File: src/rtl/io_irq_ctrl8_if.sv
// IO byte-register bus plus CPU interrupt req/ack/EOI handshake for io_irq_ctrl8.
// master = CPU/bus side, slave = interrupt controller.
interface io_irq_ctrl8_if;
   logic [15:0] AIoAddr;
   logic [63:0] AIoMosi;
   logic [63:0] AIoMiso;
   logic [3:0]  AIoWrSize;
   logic [3:0]  AIoRdSize;
   logic        AIoAddrAck;
   logic        AIoAddrErr;
   logic        ACpuIrqReq;
   logic [2:0]  ACpuIrqVec;
   logic        ACpuIrqAck;
   logic        ACpuIrqEoi;

   modport master (
      output AIoAddr, AIoMosi, AIoWrSize, AIoRdSize, ACpuIrqAck, ACpuIrqEoi,
      input  AIoMiso, AIoAddrAck, AIoAddrErr, ACpuIrqReq, ACpuIrqVec
   );

   modport slave (
      input  AIoAddr, AIoMosi, AIoWrSize, AIoRdSize, ACpuIrqAck, ACpuIrqEoi,
      output AIoMiso, AIoAddrAck, AIoAddrErr, ACpuIrqReq, ACpuIrqVec
   );
endinterface

File: src/rtl/io_irq_ctrl8.sv
// 8-source priority interrupt controller; edge to request in 2 cycles, vector held until ack or withdraw.
// CPU backpressure is the ack; optional level-sensitive sources via IO_IRQ_CTRL_LEVEL_EN.
module io_irq_ctrl8 #(
   parameter logic [15:0] CAddrBase = 16'h0000
) (
   input  logic          AClkH,
   input  logic          AResetHN,
   input  logic          AClkHEn,
   input  logic [7:0]    AIrqLine,
   output logic [7:0]    ATest,
   io_irq_ctrl8_if.slave io
);

   typedef enum logic [1:0] {SIdle = 2'd0, SReq = 2'd1} tState;

`ifdef IO_IRQ_CTRL_LEVEL_EN
   localparam logic [15:0] CMapSize = 16'd5;
`else
   localparam logic [15:0] CMapSize = 16'd4;
`endif

   tState      FState;
   logic [7:0] FMask, FPend, FInSvc, FLinePrev, FLevelSel;
   logic       FGlobEn, FReq;
   logic [2:0] FVec;

   logic [15:0] ioOff;
   logic        inMap, wrByte, rdByte, wrOther, rdOther, wrEn;
   logic [7:0]  wrDat, rdByteVal;
   logic [7:0]  lowSvc, allowed, elig, rise, vecBit, pendNext, svcNext;
   logic        candVld, ackTake;
   logic [2:0]  candIdx;
   logic        unusedMosi;

   assign ioOff   = io.AIoAddr - CAddrBase;
   assign inMap   = ioOff < CMapSize;
   assign wrByte  = io.AIoWrSize == 4'b0001;
   assign rdByte  = io.AIoRdSize == 4'b0001;
   assign wrOther = (io.AIoWrSize != 4'b0000) && !wrByte;
   assign rdOther = (io.AIoRdSize != 4'b0000) && !rdByte;
   assign wrEn    = inMap && wrByte;
   assign wrDat   = io.AIoMosi[7:0];
   assign unusedMosi = ^io.AIoMosi[63:8];

   assign io.AIoAddrAck = inMap && (wrByte || rdByte);
   assign io.AIoAddrErr = inMap && (wrOther || rdOther);

   always_comb begin
      rdByteVal = 8'h00;
      if (inMap && rdByte) begin
         case (ioOff[2:0])
            3'd0:    rdByteVal = FMask;
            3'd1:    rdByteVal = FPend;
            3'd2:    rdByteVal = FInSvc;
            3'd3:    rdByteVal = {7'b0, FGlobEn};
`ifdef IO_IRQ_CTRL_LEVEL_EN
            3'd4:    rdByteVal = FLevelSel;
`endif
            default: rdByteVal = 8'h00;
         endcase
      end
   end
   assign io.AIoMiso = {56'h0, rdByteVal};

   // Only sources strictly above the lowest in-service priority may interrupt it;
   // with nothing in service lowSvc is 0 and allowed wraps to all ones.
   assign lowSvc  = FInSvc & (~FInSvc + 8'd1);
   assign allowed = lowSvc - 8'd1;
   assign elig    = FPend & FMask & {8{FGlobEn}} & allowed;

   always_comb begin
      candVld = 1'b0;
      candIdx = 3'd0;
      for (int i = 7; i >= 0; i--) begin
         if (elig[i]) begin
            candVld = 1'b1;
            candIdx = 3'(i);
         end
      end
   end

   assign rise    = AIrqLine & ~FLinePrev;
   assign ackTake = (FState == SReq) && io.ACpuIrqAck;
   assign vecBit  = 8'b1 << FVec;

   // Clears are applied before sets so a same-cycle edge always wins.
   always_comb begin
      pendNext = FPend;
      if (wrEn && ioOff == 16'd1)
         pendNext = pendNext & ~wrDat;
      if (ackTake)
         pendNext = pendNext & ~vecBit;
      if (wrEn && ioOff == 16'd3 && wrDat[7])
         pendNext = pendNext | FMask;
      pendNext = pendNext | rise;
`ifdef IO_IRQ_CTRL_LEVEL_EN
      pendNext = (pendNext & ~FLevelSel) | (FLinePrev & FLevelSel);
`endif
   end

   always_comb begin
      svcNext = FInSvc;
      if (io.ACpuIrqEoi)
         svcNext = FInSvc & ~lowSvc;
      if (ackTake)
         svcNext = svcNext | vecBit;
   end

   always_ff @(posedge AClkH) begin
      if (!AResetHN) begin
         FState    <= SIdle;
         FMask     <= 8'h00;
         FPend     <= 8'h00;
         FInSvc    <= 8'h00;
         FLinePrev <= 8'h00;
         FLevelSel <= 8'h00;
         FGlobEn   <= 1'b0;
         FReq      <= 1'b0;
         FVec      <= 3'd0;
      end else if (AClkHEn) begin
         FLinePrev <= AIrqLine;
         FPend     <= pendNext;
         FInSvc    <= svcNext;
         if (wrEn && ioOff == 16'd0)
            FMask <= wrDat;
         if (wrEn && ioOff == 16'd3)
            FGlobEn <= wrDat[0];
`ifdef IO_IRQ_CTRL_LEVEL_EN
         if (wrEn && ioOff == 16'd4)
            FLevelSel <= wrDat;
`endif
         case (FState)
            SIdle: begin
               if (candVld) begin
                  FVec   <= candIdx;
                  FReq   <= 1'b1;
                  FState <= SReq;
               end
            end
            SReq: begin
               if (ackTake || !elig[FVec]) begin
                  FReq   <= 1'b0;
                  FState <= SIdle;
               end
            end
            default: begin
               FReq   <= 1'b0;
               FState <= SIdle;
            end
         endcase
      end
   end

   assign io.ACpuIrqReq = FReq;
   assign io.ACpuIrqVec = FVec;
   assign ATest = {FState, FReq, FGlobEn, |FInSvc, FVec};

endmodule
File: src/flat_wrapper.sv
// flat-port wrapper written by rule: the top's interface ports become plain ports
module io_irq_ctrl8_flat 
#(
   parameter logic [15:0] CAddrBase = 16'h0000
)
  (AClkH, AResetHN, AClkHEn, AIrqLine, ATest, io_AIoAddr, io_AIoMosi, io_AIoWrSize, io_AIoRdSize, io_ACpuIrqAck, io_ACpuIrqEoi, io_AIoMiso, io_AIoAddrAck, io_AIoAddrErr, io_ACpuIrqReq, io_ACpuIrqVec);
  io_irq_ctrl8_if io_i ();
  input  logic AClkH;
  input  logic AResetHN;
  input  logic AClkHEn;
  input  logic [7:0] AIrqLine;
  output logic [7:0] ATest;
  input wire logic [$bits(io_i.AIoAddr)-1:0] io_AIoAddr;
  input wire logic [$bits(io_i.AIoMosi)-1:0] io_AIoMosi;
  input wire logic [$bits(io_i.AIoWrSize)-1:0] io_AIoWrSize;
  input wire logic [$bits(io_i.AIoRdSize)-1:0] io_AIoRdSize;
  input wire logic [$bits(io_i.ACpuIrqAck)-1:0] io_ACpuIrqAck;
  input wire logic [$bits(io_i.ACpuIrqEoi)-1:0] io_ACpuIrqEoi;
  output wire logic [$bits(io_i.AIoMiso)-1:0] io_AIoMiso;
  output wire logic [$bits(io_i.AIoAddrAck)-1:0] io_AIoAddrAck;
  output wire logic [$bits(io_i.AIoAddrErr)-1:0] io_AIoAddrErr;
  output wire logic [$bits(io_i.ACpuIrqReq)-1:0] io_ACpuIrqReq;
  output wire logic [$bits(io_i.ACpuIrqVec)-1:0] io_ACpuIrqVec;
  assign io_i.AIoAddr = io_AIoAddr;
  assign io_i.AIoMosi = io_AIoMosi;
  assign io_i.AIoWrSize = io_AIoWrSize;
  assign io_i.AIoRdSize = io_AIoRdSize;
  assign io_i.ACpuIrqAck = io_ACpuIrqAck;
  assign io_i.ACpuIrqEoi = io_ACpuIrqEoi;
  assign io_AIoMiso = io_i.AIoMiso;
  assign io_AIoAddrAck = io_i.AIoAddrAck;
  assign io_AIoAddrErr = io_i.AIoAddrErr;
  assign io_ACpuIrqReq = io_i.ACpuIrqReq;
  assign io_ACpuIrqVec = io_i.ACpuIrqVec;
  io_irq_ctrl8 #(.CAddrBase(CAddrBase)) u_core (.AClkH(AClkH), .AResetHN(AResetHN), .AClkHEn(AClkHEn), .AIrqLine(AIrqLine), .ATest(ATest), .io(io_i));
endmodule
File: config.mk
export PLATFORM = sky130hd
export DESIGN_NAME = io_irq_ctrl8_flat
export DESIGN_NICKNAME = d
export VERILOG_FILES = /design/src/rtl/io_irq_ctrl8_if.sv /design/src/rtl/io_irq_ctrl8.sv /design/src/flat_wrapper.sv
export SDC_FILE = /design/constraint.sdc
export NUM_CORES = 1
export LEC_CHECK = 0
export ABC_AREA = 1
export CORE_ASPECT_RATIO = 1.5
export CORE_MARGIN = 2
export CORE_UTILIZATION = 33
export DETAILED_ROUTE_END_ITERATION = 12
export GPL_TIMING_DRIVEN = 0
export PLACE_DENSITY_LB_ADDON = 0.2
export SETUP_SLACK_MARGIN = 0.4
export SLEW_MARGIN = 25
export SYNTH_ARGS = -nofsm -noshare
export SYNTH_HDL_FRONTEND = slang
export SYNTH_SLANG_ARGS = --single-unit
File: constraint.sdc
create_clock -name AClkH -period 1.6 [get_ports AClkH]
set_input_delay 0.32 -clock AClkH [delete_from_list [all_inputs] [get_ports AClkH]]
set_output_delay 0.32 -clock AClkH [all_outputs]
set_load 0.02 [all_outputs]
==> results.sh <==
export IMPL_ys_ff_latch=37
export IMPL_synthSimpleGateAreaFrac_pct=24.2
export IMPL_synthAdderAreaFrac_pct=0
export IMPL_intPower_mw=1.78
export IMPL_fin_hold_ws_ps=398
export IMPL_combPwrFrac_pct=20.6
export IMPL_worstPathArrival_ps=1440
export IMPL_syn_cell_area_mm2=0.00271
export IMPL_synth_edf_count=0
export IMPL_first_global_vias=2857
export IMPL_fp_dieH_um=115
export IMPL_ys_seq_area_share_pct=27.3
export IMPL_final_area_mm2=0.00443
export IMPL_ant_nets=0
export IMPL_grt_max_degree=13
export IMPL_hold_path_class="primary input to register"
export IMPL_first_iter_violations=104
export IMPL_tritoncts="done"
export IMPL_synth_compound_area_share_pct=21.8
export IMPL_status="finished with violations"
export IMPL_multi_input_area_mm2=0.00186
export IMPL_yosys_area_share_xor_xnor_pct=0
export IMPL_finalSetupViolCount=10
export IMPL_clock_root_buffer="clkbuf_16"
export IMPL_yosysTopAreaCell="dfxtp_1"
export IMPL_seqPwrFrac_pct=38.6
export IMPL_finalPower_mw=2.49
export IMPL_syn_avg_cell_area_um2=6.46
export IMPL_dp_cells=646
export IMPL_async_flop_share_pct=0
export IMPL_grt_pass1_wl_um=13500
export IMPL_p_switching_mw=0.707
export IMPL_wirelength_um=8830
export IMPL_num_vias=3054
export IMPL_die_w_um=78.0
export IMPL_synth_flop_cell="dfxtp_1"
export IMPL_via_per_inst=4.54
export IMPL_peakVddDrop_mv=0.682
export IMPL_fmax_mhz=569
export IMPL_min_period_over_period_pct=110
export IMPL_syn_inst=420
export IMPL_worst_setup_path_end_kind="output pin"
export IMPL_design_final_nets=667
export IMPL_cts_buffers=5
export IMPL_path_class="primary input to output pin"
export IMPL_placed_area_mm2=0.00380
export IMPL_dr_pass1_iters=5
export IMPL_fin_cells=672
export IMPL_synthToLayoutAreaGrowth_pct=63.5
export IMPL_start_util_pct=33.9
export IMPL_grt_overflow=0
export IMPL_cts_buffer_depth=2
export IMPL_drive_above_1_share_pct=43.0
export IMPL_dieArea_mm2=0.00897
export IMPL_wl_per_cell_um=13.1
export IMPL_post_synth_top_count_cell="nand2_1"
export IMPL_regArea_um2=777
export IMPL_skew_ps=6.99
export IMPL_min_period_ps=1760
export IMPL_rows=40
export IMPL_clock_latency_ps=280
export IMPL_antenna_found_initial=0
export IMPL_clk_pin_slew_ps=60
export IMPL_cts_sinks=37
export IMPL_maxCapViolCount=0
export IMPL_p_per_area_mw_per_mm2=561
export IMPL_violations="setup timing"
export IMPL_power_frac_clock_pct=40.8
export IMPL_core_area_mm2=0.00801
export IMPL_netlist_area_leader_share_pct=27.3
export IMPL_n_antenna_cell=0
export IMPL_switching_share_pct=28.4
export IMPL_groute_usage_overall_pct=19.3
export IMPL_htreeDepth=2
export IMPL_synth_area_leaders="dfxtp_1 (27%), buf_4 (17%), nand2_1 (11%)"
export IMPL_final_max_slew_violation_count=0
export IMPL_dp_hpwl_um=6520
export IMPL_place_congestion=0.890
export IMPL_drc_errors=0
export IMPL_hold_viol_final=0
export IMPL_n_fill_cell=807
export IMPL_cp_max_fo=5
export IMPL_port_buffers=65
export IMPL_leakage_nw=2.10
export IMPL_synth_common_cells="nand2_1 (81), buf_4 (63), inv_1 (52)"
export IMPL_synth_cell_types=30
export IMPL_yosysWarningCount=0
export IMPL_cp_required_ps=1280
export IMPL_synth_top_family_by_area="buffers and inverters"
export IMPL_start_kind="primary input"
export IMPL_synth_mux_area_share_pct=0
export IMPL_io_pins=179
export IMPL_post_route_worst_setup_slack_ps=-157
export IMPL_rsz0062_at_grt="yes"
[final timing paths]
kind / start / end / slack, ps / cells past startpoint
min: AResetHN / u_core.io.ACpuIrqVec[0]$_SDFFE_PN0P_ / 400 / 3
max reg2reg: u_core.FInSvc[1]$_SDFFE_PN0P_ / u_core.io.ACpuIrqVec[0]$_SDFFE_PN0P_ / 70 / 11
max: io_AIoRdSize[1] / io_AIoMiso[2] / -160 / 6
min reg2reg: u_core.FLinePrev[4]$_SDFFE_PN0P_ / u_core.FLinePrev[4]$_SDFFE_PN0P_ / 460 / 2
[cell usage in the layout, fill, tap and decap left out, types with 11 or more instances in the layout]
master / n
buf_4: 70
nand2_1: 64
conb_1: 57
inv_1: 45
buf_6: 32
o21ai_0: 25
a21oi_1: 24
dfxtp_1: 24
nor2_1: 21
nor2_4: 18
clkdlybuf4s50_1: 17
nand2_2: 13
nor2_2: 12
clkbuf_2: 12
a31oi_1: 11
a21oi_2: 11
buf_2: 11
[state kept, by name (all words and copies together) (netlist names)]
register,flops
u_core.FLinePrev,8
u_core.FInSvc,8
u_core.FGlobEn,1
u_core.FMask,8
u_core.io.ACpuIrqVec,3
u_core.FState,1
u_core.FPend,8
[kinds of logic (layout without fill, tap and decap cells)]
logic type	after synthesis	after routing
simple gates	153	153
buf+inv	124	215
compound gates	105	105
flops	37	37
other cells	1	57
[what timing repair did]
| action | in CTS | in global routing |
|---|---|---|
| setup buffers | 14 | 2 |
| setup endpoints to repair | 58 | 51 |
| gates resized for setup | 276 | 60 |
| hold endpoints to repair | 0 | 0 |
| cloned | 2 | 0 |
| pin swaps | 40 | 37 |
| hold buffers | 0 | 0 |
[layout make-up]
class | count | share of cell area (%)
clock buffers | 6 | 3.13
well taps | 105 | 2.96
inverters | 53 | 4.60
plain buffers | 71 | 12.5
multi-input cells | 315 | 41.9
flip-flops and latches | 37 | 17.5
repair buffers | 83 | 17.0
clock inverters | 2 | 0.310
[per-stage QoR]
step / TNS, ps / utilization (%) / worst slack, ps
3_3_place_gp: -27100 / 47.5 / -1210
6_report: -1050 / 55.4 / -157
3_5_place_dp: -27660 / 47.5 / -1230
2_1_floorplan: -131 / - / -18.8
4_1_cts: -1730 / 53.9 / -208
5_1_grt: -2170 / 55.4 / -244
[power by group through the flow]
stage	sequential (mW)	combinational, mW	clock (mW)
global route	0.962	0.556	1.05
finish	0.960	0.514	1.02
detailed placement	0.990	0.497	0
CTS	0.957	0.497	1.03
global placement	0.988	0.493	0
floorplan	0.985	0.340	0
[critical path, stage by stage]
cell	delay [ps]
clkdlybuf4s15_1	170
nor3_2	180
nand4_1	210
buf_6	200
a31oi_2	170
buf_4	180
[metal layers]
| layer | up-vias | share of wire [%] | wire length (um) | GRT usage [%] |
|---|---|---|---|---|
| li1 | 1530 | - | - | - |
| met1 | 1359 | 36 | 3180 | 19.9 |
| met2 | 141 | 53 | 4690 | 37.0 |
| met3 | 24 | 6.7 | 594 | 3.14 |
| met4 | 0 | 4.1 | 363 | 10.3 |
| met5 | - | 0 | 0 | 0 |
Power figures use the tool's default switching activity.
==> variant, RTL diff (config.mk and constraints unchanged) <==
Add a define of `IO_IRQ_CTRL_LEVEL_EN`.
--- a/src/rtl/io_irq_ctrl8.sv
+++ b/src/rtl/io_irq_ctrl8.sv
@@ -2,2 +2,4 @@
 // CPU backpressure is the ack; optional level-sensitive sources via IO_IRQ_CTRL_LEVEL_EN.
+`define IO_IRQ_CTRL_LEVEL_EN
+
 module io_irq_ctrl8 #(
Check against the original RTL: not equivalent (a bounded check fails within 4 cycles, from zero or initial values and one cycle with AResetHN low).
==> variant against the original RTL <==
  * The run still ends with setup timing left
  * Wire length is 29% higher
  * Cell count increased by 14%
  * Clock power is essentially flat
  * Sequential cell count up 8
  * Area after synthesis increased by 16%
  * Setup slack lost 0.11 ns
  * Non-clock buffer count rose by 29
  * Via count rose by 24%
  * Cell area rose by 21%
  * Die area up 16%
  * Total power increased by 12%
  * Critical endpoint is now io_AIoMiso[3]
==> variant: results (changes against the original RTL) <==
[cts]
cts-root-buf = clkbuf_16

[placement]
place_hpwl_um = 7950  ; +22%
post-place-cells = 715  ; +11%
place_congestion = 0.891  ; about the same
port_buffers = 64  ; -1.5%

[worst_setup_path]
arrival_ns = 1.54  ; +0.10 ns
startpoint = io_AIoAddr[15]
crit_family = simple AND/OR/NAND/NOR gates
slowest_delay_ns = 0.25  ; +0.04 ns
r2r_start = u_core.FInSvc[2]
crit_slowest_cell = a41oi_4
r2r-end = u_core.io.ACpuIrqVec[1]
r2r_cells = 11  ; unchanged

[grt]
grt_util_all_layers = 0.217  ; +0.0234
grt_pass1_wl_um = 17700  ; +30%
grt_pass1_vias = 3676  ; +29%

[timing]
clock-skew-final_ns = 0.00805  ; +0.00106 ns
setup_viol = 35  ; +25
setup_ws_ns = -0.264  ; -0.107 ns
fin_setup_tns_ns = -4.83  ; -3.78 ns

[status]
status = finished, violations left
failed_checks = setup timing

[logic_synthesis]
synthTopCellsByCount = nand2_1, a21oi_1, buf_4
netlist_top_cells_area = dfxtp_1, buf_4, a21oi_1, nand2_1, nor2_1
synth.distinct_cells = 35  ; +17%
synthCells = 483  ; +15%
synthArstFlopShare = 0  ; unchanged
synth-compound-area-share = 0.199  ; -0.0192

[hold_path]
worstHoldPathType = reg2reg

[detailed_routing]
wire_per_inst_um = 14.9  ; +14%
initialDrtViolationCount = 252  ; +140%
wirelength_um = 11400  ; +29%
via_per_inst = 4.92  ; +8.4%

[final_layout]
fin_nets = 755  ; +13%
layout-drive-gt1-share = 0.440  ; +0.0100

[power]
power_leakage_uw = 0.00244  ; +17%
ir_drop_uv = 544  ; -20%
p_sw_uw = 809  ; +14%

==> variant: cell types whose count changed after synthesis, sizes merged, moves of 3 or more <==
cell    before  now
nand2       83   90
a221oi       0    5
nand3        5   33
a21oi       35   68
o21ai       42   31
o211ai       4    0
buf         64   67
dfxtp       37   45
nand4        4   10
a31oi       16    1
inv         53   49
==> variant: logic make-up (layout without fill, tap and decap cells) <==
kind of cell           Yosys count  count (layout)
AOI/OAI and AO/OA              116             116
buffers and inverters          125             239
DFF                             45              45
other                            1              57
and+or+nand+nor                196             197
==> variant: timing repair <==
item	4_1_cts	5_1_grt
gates resized for setup	285	76
cloned	4	0
setup endpoints to repair	66	56
pin swaps	50	32
setup buffers	31	9
==> variant: through the flow <==
stage	cell area (um^2)	util	worst slack, ns
floorplan	3500	-	-0.0449
global placement	4290	0.463	-1.45
detailed placement	4290	0.463	-1.43
CTS	5100	0.551	-0.296
global route	5360	0.580	-0.302
finish	5360	0.580	-0.264
==> variant: power groups by stage <==
stage / registers (uW) / logic (uW) / clock network, uW
final: 1150 / 613 / 1020
after global routing: 1150 / 658 / 1080
after floorplan: 1180 / 372 / 0
after global placement: 1190 / 533 / 0
after CTS: 1150 / 581 / 1040
after detailed placement: 1190 / 538 / 0
==> variant: worst min-delay path, delay by kind of cell, from the launching register on <==
kind	cells	cell delay (ns)
buffers and inverters	1	0.08
flip-flops	1	0.30
AO/OA/AOI/OAI	1	0.07
==> variant: cell type report <==
class | count | area, um^2
plain buffers | 76 | 599
clock buffers | 6 | 129
clock inverters | 1 | 8.76
fillers | 881 | 3890
inverters | 49 | 194
multi-input cells | 370 | 2300
flip-flops and latches | 45 | 932
well taps | 112 | 140
repair buffers | 107 | 1060
==> variant: worst min-delay path by stage <==
stage                        start             endpoint  slack [ns]  cells past startpoint
6_report       u_core.FLinePrev[2]  u_core.FLinePrev[2]        0.48                      2
5_1_grt            u_core.FPend[1]      u_core.FPend[1]        0.51                      2
4_1_cts            u_core.FPend[1]      u_core.FPend[1]        0.47                      2
3_5_place_dp       u_core.FPend[1]      u_core.FPend[1]        0.46                      2
3_3_place_gp       u_core.FPend[1]      u_core.FPend[1]        0.46                      2
2_1_floorplan      u_core.FPend[1]      u_core.FPend[1]        0.45                      2
==> variant: routing by layer <==
metal	GRT usage	part of all wire	up-vias
li1	-	-	1824
met1	0.221	0.35	1713
met2	0.415	0.54	204
met3	0.0364	0.071	31
met4	0.124	0.039	0
met5	0	0	-
